===== config.mk =====
export PLATFORM = sky130hd
export DESIGN_NAME = hazard_stall_ctrl
export DESIGN_NICKNAME = d
export VERILOG_FILES = /design/src/rtl/hazard_stall_ctrl.sv
export SDC_FILE = /design/constraint.sdc
export NUM_CORES = 1
export LEC_CHECK = 0
export ABC_CLOCK_PERIOD_IN_PS = 3200
export CORE_UTILIZATION = 55
export DETAILED_ROUTE_END_ITERATION = 8
export DONT_BUFFER_PORTS = 1
export PLACE_DENSITY = 0.7
export SLEW_MARGIN = 30
export SYNTH_ARGS = -nofsm -noshare
export SYNTH_HDL_FRONTEND = slang
export SYNTH_SLANG_ARGS = --single-unit

===== constraint.sdc =====
create_clock -name clk -period 3.2 [get_ports clk]
set_input_delay 0.96 -clock clk [delete_from_list [all_inputs] [get_ports clk]]
set_output_delay 0.96 -clock clk [all_outputs]
set_load 0.05 [all_outputs]

===== src/rtl/hazard_stall_ctrl.sv =====
// -----------------------------------------------------------------------------
// hazard_stall_ctrl
//
// Purpose:
//   Hazard-stall controller for the 5-stage MIPS pipeline. It covers the cases
//   that EX-stage bypassing cannot resolve:
//     - load-use hazards (LU);
//     - branch operands that the ID-stage comparator needs, where the operand
//       is produced by an ALU op still in EX (BA) or by a load in MEM (BL).
//   It stalls PC and IF/ID, inserts ID/EX bubbles, flushes IF/ID on taken
//   branches and honours an external multi-cycle freeze (ext_stall).
//   A small RUN/HOLD FSM extends a stall to two cycles when a branch in ID
//   depends on a load still in EX.
//
// Optional feature (macro HAZARD_STALL_PERF_EN):
//   When defined, stall_cycles counts the clock edges at which IDEXFlush or
//   Freeze is high (reset excluded) and wraps at 2^CNT_W. When undefined,
//   stall_cycles is tied to zero and no counter register exists.
//
// Ports:
//   clk, rst                       clock (rising edge), sync active-high reset
//   id_Rs, id_Rt                   source registers of the ID instruction
//   id_UsesRs, id_UsesRt           ID instruction actually reads Rs / Rt
//   id_IsBranch                    ID instruction is a branch compared in ID
//   exe_MemRead, exe_RegWrite      EX instruction is a load / writes a reg
//   exe_RegisterRd                 EX destination register
//   mem_MemRead, mem_RegisterRd    MEM instruction is a load / its destination
//   branch_taken                   ID branch resolved taken
//   ext_stall                      multi-cycle unit busy
//   PCWrite, IFIDWrite             PC / IF-ID register write enables
//   IDEXFlush                      load a bubble into ID/EX
//   IFIDFlush                      clear IF/ID (taken branch, or reset)
//   Freeze                         hold ID/EX, EX/MEM, MEM/WB
//   stall_cycles                   stall-cycle performance counter
// -----------------------------------------------------------------------------
module hazard_stall_ctrl #(
  parameter int REG_W = 5,
  parameter int CNT_W = 32
) (
  input  logic             clk,
  input  logic             rst,
  input  logic [REG_W-1:0] id_Rs,
  input  logic [REG_W-1:0] id_Rt,
  input  logic             id_UsesRs,
  input  logic             id_UsesRt,
  input  logic             id_IsBranch,
  input  logic             exe_MemRead,
  input  logic             exe_RegWrite,
  input  logic [REG_W-1:0] exe_RegisterRd,
  input  logic             mem_MemRead,
  input  logic [REG_W-1:0] mem_RegisterRd,
  input  logic             branch_taken,
  input  logic             ext_stall,
  output logic             PCWrite,
  output logic             IFIDWrite,
  output logic             IDEXFlush,
  output logic             IFIDFlush,
  output logic             Freeze,
  output logic [CNT_W-1:0] stall_cycles
);

  typedef enum logic {
    ST_RUN  = 1'b0,
    ST_HOLD = 1'b1
  } state_t;

  state_t     state, state_next;
  // Remaining HOLD cycles; only ever loaded with 1 today, width leaves room
  // for deeper stalls without reworking the decrement logic.
  logic [1:0] cnt, cnt_next;

  logic lu_hit, ba_hit, bl_hit;
  logic stall, need_two;

  // A producer register conflicts with the ID instruction only if it is not
  // $zero and the ID instruction really reads the matching operand.
  function automatic logic reg_match(input logic [REG_W-1:0] r);
    return (r != '0) &&
           (((r == id_Rs) && id_UsesRs) || ((r == id_Rt) && id_UsesRt));
  endfunction

  always_comb begin
    lu_hit   = exe_MemRead && reg_match(exe_RegisterRd);
    ba_hit   = id_IsBranch && exe_RegWrite && !exe_MemRead &&
               reg_match(exe_RegisterRd);
    bl_hit   = id_IsBranch && mem_MemRead && reg_match(mem_RegisterRd);
    stall    = lu_hit || ba_hit || bl_hit;
    // Only a branch waiting on a load in EX needs two bubbles; BA/BL need one,
    // so the maximum over all firing hazards reduces to this term.
    need_two = lu_hit && id_IsBranch;
  end

  // NOTE: every signal written here gets a default first, so no path through
  // the if/case tree can leave one unassigned and infer a latch.
  always_comb begin
    state_next = state;
    cnt_next   = cnt;
    PCWrite    = 1'b1;
    IFIDWrite  = 1'b1;
    IDEXFlush  = 1'b0;
    IFIDFlush  = branch_taken;
    Freeze     = 1'b0;

    if (ext_stall) begin
      // Freeze wins over everything: state and cnt are held, no bubble, and a
      // taken branch must not flush while the pipeline is frozen.
      PCWrite   = 1'b0;
      IFIDWrite = 1'b0;
      IFIDFlush = 1'b0;
      Freeze    = 1'b1;
    end else begin
      unique case (state)
        ST_RUN: begin
          if (stall) begin
            PCWrite   = 1'b0;
            IFIDWrite = 1'b0;
            IDEXFlush = 1'b1;
            IFIDFlush = 1'b0;
            if (need_two) begin
              state_next = ST_HOLD;
              cnt_next   = 2'd1;
            end
          end
        end
        ST_HOLD: begin
          // Hazard inputs are ignored here: the pipeline is committed to the
          // extra bubble regardless of what the stalled stages now show.
          PCWrite   = 1'b0;
          IFIDWrite = 1'b0;
          IDEXFlush = 1'b1;
          IFIDFlush = 1'b0;
          if (cnt <= 2'd1) begin
            state_next = ST_RUN;
            cnt_next   = 2'd0;
          end else begin
            cnt_next = cnt - 2'd1;
          end
        end
        default: begin
          state_next = ST_RUN;
          cnt_next   = 2'd0;
        end
      endcase
    end

    // Reset drives a clean bubble/flush into the front of the pipeline.
    if (rst) begin
      PCWrite   = 1'b0;
      IFIDWrite = 1'b0;
      IDEXFlush = 1'b1;
      IFIDFlush = 1'b1;
      Freeze    = 1'b0;
    end
  end

  // NOTE: sequential state uses non-blocking assignments so every register
  // samples pre-edge values, independent of block evaluation order.
  always_ff @(posedge clk) begin
    if (rst) begin
      state <= ST_RUN;
      cnt   <= 2'd0;
    end else begin
      state <= state_next;
      cnt   <= cnt_next;
    end
  end

`ifdef HAZARD_STALL_PERF_EN
  // Wraps naturally at 2^CNT_W; IDEXFlush is forced high during reset, but
  // reset takes priority so those cycles are never counted.
  always_ff @(posedge clk) begin
    if (rst) begin
      stall_cycles <= '0;
    end else if (IDEXFlush || Freeze) begin
      stall_cycles <= stall_cycles + CNT_W'(1);
    end
  end
`else
  assign stall_cycles = '0;
`endif

endmodule


==> flow_summary.json <==
{
  "rsz0062_at_grt": "yes",
  "hold_path.class": "flip-flop to flip-flop",
  "dp_hpwl_mm": 1.19,
  "final_net_count": 131,
  "vias": 575,
  "synth_xor_area_frac": 0.237,
  "fin_crit_sh": 1.02,
  "setup_viol_count_final": 4,
  "ys_ff_latch": 3,
  "crit_arrival_ns": 2.32,
  "critPathCaptureType": "primary output",
  "dp.cells": 110,
  "numClockSinks": 3,
  "synthSimpleGateAreaFrac": 0.146,
  "grt_pass1_vias": 519,
  "yosys.area_share.adder": 0,
  "crit_fanout": 3,
  "worstPathRequired_ns": 2.24,
  "grt_max_degree": 10,
  "ir_drop_uv": 246,
  "max_clock_freq_mhz": 305,
  "fp-row-count": 12,
  "clk_latency_ns": 0.23,
  "clock_skew_ns": 0.000940,
  "ys_types": 26,
  "die_y_um": 38.6,
  "synthToLayoutAreaGrowth_pct": 3.56,
  "die_area_um2": 1490,
  "antenna_found_initial": 0,
  "overflow": 0,
  "drv_slew": 0,
  "multiInputGateArea_um2": 567,
  "chipWidth_um": 38.6,
  "firstDrtPassIters": 2,
  "fillers": 112,
  "hold_buffers": 0,
  "cts-root-buf": "clkbuf_4",
  "power.leakage_nw": 0.339,
  "numCtsBuffers": 3,
  "placed_cell_area_um2": 722,
  "drive_gt1_frac": 0.170,
  "maxCapViolations": 0,
  "final-hold-violation-count": 0,
  "synth-compound-area-share": 0.158,
  "synth_top_family_by_area": "buffers and inverters",
  "htree_levels": 1,
  "yosysSeqAreaShare": 0.0814,
  "status": "finished, violations left",
  "coreArea_um2": 1170,
  "syn_area_per_cell_um2": 7.85,
  "start_util": 0.630,
  "io-pin-count": 67,
  "power_density_nw_per_um2": 329,
  "yosysWarnings": 0,
  "p_total_uw": 252,
  "layout_min_cycle_time_ns": 3.28,
  "avgViaCountPerCell": 5.04,
  "setup_slack_ns": -0.0771,
  "path_cells": "or4_4 -> o211ai_2 -> o21ai_4 -> o41ai_4 -> buf_12",
  "grtUsageTotal": 0.184,
  "drtAntennaViolNets": 0,
  "clk_pin_slew_ns": 0.04,
  "fin_cells": 114,
  "antenna_cells": 0,
  "port_buffers": 0,
  "grt_pass1_wl_mm": 1.84,
  "synth_mux_area_frac": 0,
  "cts_tree": "yes",
  "syn-instance-count": 94,
  "max_stage_delay_ns": 0.52,
  "totalWireLength_mm": 1.38,
  "critPathLaunchType": "input pin",
  "stdcell_area_um2": 764,
  "crit_path_top_delay_cell": "or4_4",
  "violations": "setup timing",
  "syn_area_um2": 738,
  "register_area_um2": 60.1,
  "worstSetupPathType": "input pin to primary output",
  "drtIter0Drc": 2,
  "gp_congestion": 0.659,
  "clk_path_buf_depth": 2,
  "drcViolationCount": 0,
  "routedWlPerCell_um": 12.1
}
## metal layers
layer	vias up	part of all wire	track usage
met5	-	0	0
met4	0	0	0.103
met3	0	0.15	0.0694
met2	46	0.51	0.333
met1	259	0.34	0.174
li1	270	-	-
## placed cells by master (no fill, tap or decap), drive strengths merged
cell | synthesis | final
a21oi | 2 | 2
a32oi | 2 | 2
and2 | 3 | 3
buf | 33 | 5
clkbuf | 0 | 4
conb | 1 | 32
dfxtp | 3 | 3
inv | 5 | 5
nand2 | 3 | 3
nand3 | 1 | 1
nor2 | 1 | 1
nor3 | 1 | 1
nor4 | 6 | 6
o211ai | 1 | 1
o21a | 1 | 1
o21ai | 3 | 3
o31a | 1 | 1
o31ai | 1 | 1
o32ai | 1 | 1
o41ai | 2 | 2
or4 | 2 | 2
xnor2 | 4 | 4
xor2 | 16 | 16
## per-stage QoR
step / setup WS (ns) / setup TNS (ns) / util / hold WS, ns
2_1_floorplan: -0.453 / -0.848 / - / 0.422
3_3_place_gp: -0.0443 / -0.164 / 0.616 / 0.437
3_5_place_dp: -0.0664 / -0.198 / 0.616 / 0.455
4_1_cts: -0.0749 / -0.221 / 0.639 / 0.460
5_1_grt: -0.121 / -0.467 / 0.653 / 0.481
6_report: -0.0771 / -0.254 / 0.653 / 0.457
## flip-flops by register name (all words and copies together), names as in the netlist
register,flops
cnt,2
state,1
## power breakdown
| part | leakage (nW) | switching [mW] | internal [mW] |
|---|---|---|---|
| Sequential | 0.0242 | 0.0000846 | 0.0377 |
| Combinational | 0.300 | 0.115 | 0.0320 |
| Clock | 0.0150 | 0.0198 | 0.0467 |
## worst paths after layout
| path | from | to | slack (ns) | cells after the start |
|---|---|---|---|---|
| setup reg to reg | state | state | 2.07 | 4 |
| hold / removal | cnt[1] | cnt[1] | 0.46 | 2 |
| setup / recovery | mem_RegisterRd[0] | IFIDFlush | -0.08 | 5 |
| hold reg to reg | cnt[1] | cnt[1] | 0.46 | 2 |
## synthesized netlist by cell type
master,count,area (um^2)
conb_1,1,3.75
dlygate4sd1_1,1,8.76
nand3_1,1,5.00
inv_1,5,18.8
nor3_2,1,10.0
dfxtp_1,3,60.1
o21ai_2,1,8.76
o32ai_1,1,8.76
nand2_1,3,11.3
nor4_1,5,31.3
o211ai_2,1,12.5
a32oi_1,2,17.5
o31ai_1,1,7.51
nor2_1,1,3.75
o31a_1,1,8.76
xor2_1,16,140
a21oi_1,2,10.0
nor4_2,1,12.5
buf_4,33,248
xnor2_1,4,35.0
o41ai_1,1,8.76
o21ai_0,2,10.0
o41ai_2,1,16.3
o21a_1,1,7.51
and2_1,3,18.8
or4_1,2,15.0
## worst max-delay path: cells and delay by family
kind            cells  cell delay [ns]
compound gates      3             0.65
buf+inv             1             0.18
simple gates        1             0.52
## timing repair
| item | 4_1_cts | 5_1_grt |
|---|---|---|
| gates resized for setup | 0 | 3 |
| setup buffers | 0 | 0 |
| cloned | 0 | 0 |
| endpoints found under the setup margin | 4 | 4 |
| hold endpoints to repair | 0 | 0 |
| pin swaps | 0 | 1 |
## logic make-up after synthesis
group                     Yosys count
xor gates and xnor gates           20
buffers and inverters              39
and+or+nand+nor                    17
DFF                                 3
other                               1
AOI/OAI and AO/OA                  14
## cell type report
class                   instances  share of cell area
clock buffers                   4              0.0344
inverters                       5              0.0245
multi-input cells              83               0.741
flip-flops and latches          3              0.0786
well taps                      14              0.0229
repair buffers                  5              0.0982
Note: power is estimated with default switching activity, not from simulation.
